--- src/rtl/wb_register_file.sv ---
// -----------------------------------------------------------------------------
// wb_register_file
// Write-back stage of the pipeline. It selects the write-back value from the
// latched MEM/WB fields and commits it into an NREGS x XLEN architectural
// register file. Two combinational read ports serve the decode stage. When a
// read hits the register being written this cycle, the read returns the new
// value without waiting a cycle. A counter tracks how many register writes
// have been committed.
//
// Ports
//   Clk           in   rising-edge clock
//   RstN          in   asynchronous active-low reset (clears array + counter)
//   IWB[1:0]      in   [0]=RegWrite, [1]=MemToReg
//   IDataMemory   in   loaded word
//   IAlu          in   ALU result
//   IInstruction  in   destination register index
//   IReadAddr1/2  in   read port indices
//   OReadData1/2  out  read port data (combinational, write-through bypass)
//   OWriteData    out  selected write-back value (combinational)
//   OWriteEn      out  effective write enable this cycle (combinational)
//   OWriteCount   out  committed writes since reset, wraps modulo 2^CNT_W
// -----------------------------------------------------------------------------
module wb_register_file #(
    parameter int XLEN     = 64,
    parameter int NREGS    = 32,
    parameter int ZERO_REG = 1,
    parameter int CNT_W    = 32
) (
    input  logic             Clk,
    input  logic             RstN,
    input  logic [1:0]       IWB,
    input  logic [XLEN-1:0]  IDataMemory,
    input  logic [XLEN-1:0]  IAlu,
    input  logic [4:0]       IInstruction,
    input  logic [4:0]       IReadAddr1,
    input  logic [4:0]       IReadAddr2,
    output logic [XLEN-1:0]  OReadData1,
    output logic [XLEN-1:0]  OReadData2,
    output logic [XLEN-1:0]  OWriteData,
    output logic             OWriteEn,
    output logic [CNT_W-1:0] OWriteCount
);

    localparam bit ZERO_EN = (ZERO_REG != 0);

    logic [XLEN-1:0]  regs_q [NREGS];
    logic [XLEN-1:0]  regs_d [NREGS];
    logic [CNT_W-1:0] count_q;
    logic [CNT_W-1:0] count_d;

    logic [XLEN-1:0]  write_data;
    logic             write_en;

    // Write-back select and effective enable. RstN is part of the enable so
    // that nothing is bypassed to the readers while reset is held.
    always_comb begin
        // NOTE: combinational blocks use blocking '=' so later statements see
        // the values just computed. Clocked blocks use '<=' instead.
        write_data = IWB[1] ? IDataMemory : IAlu;
        write_en   = RstN & IWB[0] & ~(ZERO_EN && (IInstruction == 5'd0));
    end

    // Next-state for the array and the counter.
    always_comb begin
        // NOTE: every variable gets its default before any conditional write.
        // Without that default, a path that skips the write infers a latch.
        regs_d  = regs_q;
        count_d = count_q;
        if (write_en) begin
            regs_d[IInstruction] = write_data;
            count_d              = count_q + CNT_W'(1);
        end
    end

    always_ff @(posedge Clk or negedge RstN) begin
        if (!RstN) begin
            // NOTE: this array is reset on purpose. Its contents must read as
            // zero right after reset. For large RAMs you would normally leave
            // the array without a reset so it can map onto memory macros.
            for (int i = 0; i < NREGS; i++) begin
                regs_q[i] <= '0;
            end
            count_q <= '0;
        end else begin
            regs_q  <= regs_d;
            count_q <= count_d;
        end
    end

    // Read ports. Register 0 is forced to zero when ZERO_EN is set. A read that
    // matches the index being written this cycle returns the new value.
    always_comb begin
        OReadData1 = regs_q[IReadAddr1];
        if (ZERO_EN && (IReadAddr1 == 5'd0)) begin
            OReadData1 = '0;
        end else if (write_en && (IReadAddr1 == IInstruction)) begin
            OReadData1 = write_data;
        end

        OReadData2 = regs_q[IReadAddr2];
        if (ZERO_EN && (IReadAddr2 == 5'd0)) begin
            OReadData2 = '0;
        end else if (write_en && (IReadAddr2 == IInstruction)) begin
            OReadData2 = write_data;
        end
    end

    assign OWriteData  = write_data;
    assign OWriteEn    = write_en;
    assign OWriteCount = count_q;

    // An unknown control word outside reset is a bug upstream.
    a_wb_known: assert property (@(posedge Clk) disable iff (!RstN) !$isunknown(IWB))
        else $error("wb_register_file: IWB is unknown");

endmodule

--- config.mk ---
export PLATFORM = sky130hd
export DESIGN_NAME = wb_register_file
export DESIGN_NICKNAME = d
export VERILOG_FILES = /design/src/rtl/wb_register_file.sv
export SDC_FILE = /design/constraint.sdc
export NUM_CORES = 2
export LEC_CHECK = 0
export ABC_CLOCK_PERIOD_IN_PS = 4200
export CAP_MARGIN = 20
export CELL_PAD_IN_SITES_DETAIL_PLACEMENT = 1
export CELL_PAD_IN_SITES_GLOBAL_PLACEMENT = 2
export CORE_AREA = 2 2 534 536
export DETAILED_ROUTE_END_ITERATION = 8
export DIE_AREA = 0 0 536 538
export PLACE_DENSITY = 0.79
export SYNTH_ARGS = -nofsm -noshare
export SYNTH_HDL_FRONTEND = slang
export SYNTH_SLANG_ARGS = --single-unit
--- constraint.sdc ---
create_clock -name Clk -period 4.2 [get_ports Clk]
set_input_delay 1.26 -clock Clk [delete_from_list [all_inputs] [get_ports Clk]]
set_output_delay 1.26 -clock Clk [all_outputs]
set_load 0.01 [all_outputs]
==> metrics.cfg <==
[drt]
via_count = 97809
wl_um = 538000
drt-vias-per-instance = 6.51
routed_wire_length_per_instance_um = 35.8
ant_nets = 0
dr.first_iter.drc_count = 11809
drtPass1Iterations = 5
route.detailed.drc = 0

[sta]
report.final.setup_viol = 138
finClkSkew_ns = 0.00640
fmax_mhz = 203
period_share_pct = 117
hold_ws_ns = 0.397
hold_violations = 0
worst_pin_slew_ns = 1.19
slew_violations = 0
relSlewSlack_pct = 20.5
min_period_ns = 4.92
grt_setup_unrepaired = yes
setup_slack_ns = -0.720

[final_layout]
multi_input_area_mm2 = 0.0561
seq_area_mm2 = 0.0520
finalInstanceArea_mm2 = 0.147
nets = 11224
fillerInstances = 28741
layout.cells.non_filler = 15022
area_growth_syn_to_layout_pct = 37.0
drive_gt1_share_pct = 36.2

[cts]
clkLatencyLatePin_ns = 0.93
numClockSinks = 2080
numCtsBuffers = 233
clockBufferDepth = 4
clk_pin_slew_ns = 0.06
h-tree-depth = 4
cts_tree = built
clock-root-buffer = clkbuf_16

[power]
power_leakage_uw = 0.0627
max-vdd-ir-drop_mv = 0.326
p_total_uw = 65400
powerDensity_mw_per_mm2 = 446

[global_route]
grt_max_degree = 165
grt_pass1_wl_um = 750000
use_met3_pct = 10.3
grt-ovfl-total = 0
grtUsageTotal_pct = 36.1
grtUsageMet2_pct = 54.4
grt_busiest_layer = met2
grt_pass1_vias = 101348
antenna_found_initial = 20
use_met1_pct = 44.6

[die]
die_width_um = 536
fp.dieH_um = 538
core_mm2 = 0.283
row_count = 196
die_area_mm2 = 0.288
start_util_pct = 37.8
top_level_ports = 372

[critical_path]
critical_path_class = in2out
r2r_start = OWriteCount[3]
crit_path_start_kind = input port
rrSetupSlack_ns = 2.11
crit_fanout = 25
crit_path_end_kind = primary output
cp.arrival_ns = 3.66
cp.required_ns = 2.94
r2r_cells = 7
reg2reg_to = OWriteCount[26]

[placement]
gp_congestion = 0.940
io_buffers = 371
dpl.cell_count = 14035
dp_hpwl_um = 333000
place_area_mm2 = 0.125

[synthesis]
synth_cell_type_count = 64
synth_edf_count = 0
synth_top_area_cell = dfrtp_1
syn-num-nets = 9980
async_reset_ff_share_pct = 100
dominantRegCellSynth = dfrtp_1
netlist_instances = 9832
yosysWarnings = 0
synth_area_leaders = dfrtp_1 49%, mux4_2 19%, a21oi_1 7.4%
synth_most_common_cell = dfrtp_1
synth_top_area_share_pct = 48.6
netlist_top_cells_count = 2,080 x dfrtp_1, 1,718 x nor2_1, 1,581 x a21oi_1
ys_ff_latch = 2080
avgSynthCellArea_um2 = 10.9
syn_area_mm2 = 0.107
ys_seq_area_share_pct = 48.6

[worst_hold_path]
hold_path_class = reg2reg
hp-start = regs_q[1987]
whs_path_depth = 0
min_to = regs_q[1987]

[flow_run]
maxCapViolations = 0

[outcome]
status = finished with violations
violations = negative setup slack

[state kept, by name, summed over array words and instances, names as in the netlist]
name / cells
OWriteCount: 32
regs_q: 2048
[worst max-delay path by stage]
stage                               start             end  slack, ns
after floorplan             IReadAddr2[0]  OReadData2[23]       0.03
final                       IReadAddr1[4]  OReadData1[13]      -0.72
after global routing        IReadAddr1[4]  OReadData1[13]      -0.69
after global placement    IInstruction[2]  OReadData2[36]      -2.05
after CTS                   IReadAddr2[0]  OReadData2[11]      -0.74
after detailed placement  IInstruction[2]  OReadData2[36]      -2.01
[per-stage QoR]
step / utilization, % / setup WS (ns) / setup TNS, ns
2_1_floorplan: - / 0.0256 / 0
3_3_place_gp: 44.0 / -2.05 / -356.96
3_5_place_dp: 44.0 / -2.01 / -469.91
4_1_cts: 50.3 / -0.739 / -63.53
5_1_grt: 51.8 / -0.687 / -68.80
6_report: 51.8 / -0.720 / -68.38
[layout make-up]
class,instances,area share [%]
clock buffers,328,4.63
well taps,3762,3.21
clock inverters,83,0.672
multi-input cells,6565,38.3
repair buffers,2127,17.5
flip-flops and latches,2080,35.5
inverters,69,0.186
diodes,8,0.0137
[report_power, final]
part | internal, uW | switching [uW] | total, uW | leakage, uW
Sequential | 23600 | 3150 | 26800 | 0.0268
Clock | 12400 | 9060 | 21500 | 0.00386
Combinational | 8340 | 8780 | 17100 | 0.0321
Total | 44400 | 21000 | 65400 | 0.0627
[cells by family after synthesis]
kind of cell               count (synthesis)  share of synthesized area (%)
DFF                                     2080                           48.6
muxes                                   1244                           22.2
buffers and inverters                   1187                           5.02
and+or+nand+nor                         2433                           8.95
adders and majority gates                  1                         0.0117
xor gates and xnor gates                  41                          0.336
AOI/OAI and AO/OA                       2846                           14.8
[metal layers]
metal,wire (um),up-vias,part of all wire (%)
li1,-,38261,-
met1,195000,51541,36
met2,239000,6162,45
met3,60200,1833,11
met4,43100,12,8.0
met5,100,-,0.019
[cell usage in the layout (no fill, tap or decap), types with 27 or more instances in the layout]
cell type	Yosys	layout
a211oi_2	0	71
a211oi_4	0	34
a21oi_1	1581	1548
a22oi_1	111	59
a22oi_2	0	52
buf_12	2	440
buf_16	0	90
buf_2	150	84
buf_4	92	925
buf_6	40	252
buf_8	4	89
clkbuf_1	803	37
clkbuf_16	0	248
clkbuf_8	0	56
clkdlybuf4s50_1	0	198
clkinv_2	0	50
dfrtp_1	2080	2080
inv_1	68	65
mux2_2	54	49
mux2i_1	291	217
mux2i_4	0	71
mux4_2	899	899
nand2_1	528	497
nor2_1	1718	1599
nor2_2	0	45
nor2_4	0	74
o211ai_1	57	57
o21ai_0	542	451
o21ai_1	10	32
o21ai_2	0	42
o21ai_4	0	27
o22ai_1	273	98
o22ai_2	0	120
o22ai_4	0	55
[worst max-delay path, cell delays in order]
cell	delay, ns
buf_6	0.10
buf_12	0.14
buf_12	0.14
or2_4	0.29
buf_4	0.18
nor4_4	0.26
buf_12	0.19
buf_16	0.21
nor3_1	0.15
a32oi_4	0.32
o21ai_2	0.12
buf_2	0.16
[repair_timing]
action                     in CTS  in global routing
cloned                         51                 13
hold buffers                    0                  0
setup endpoints to repair     187                158
resized for setup            1925                599
setup buffers                 403                257
pin swaps                     332                362
No activity file was read; power rests on OpenSTA's default activity.
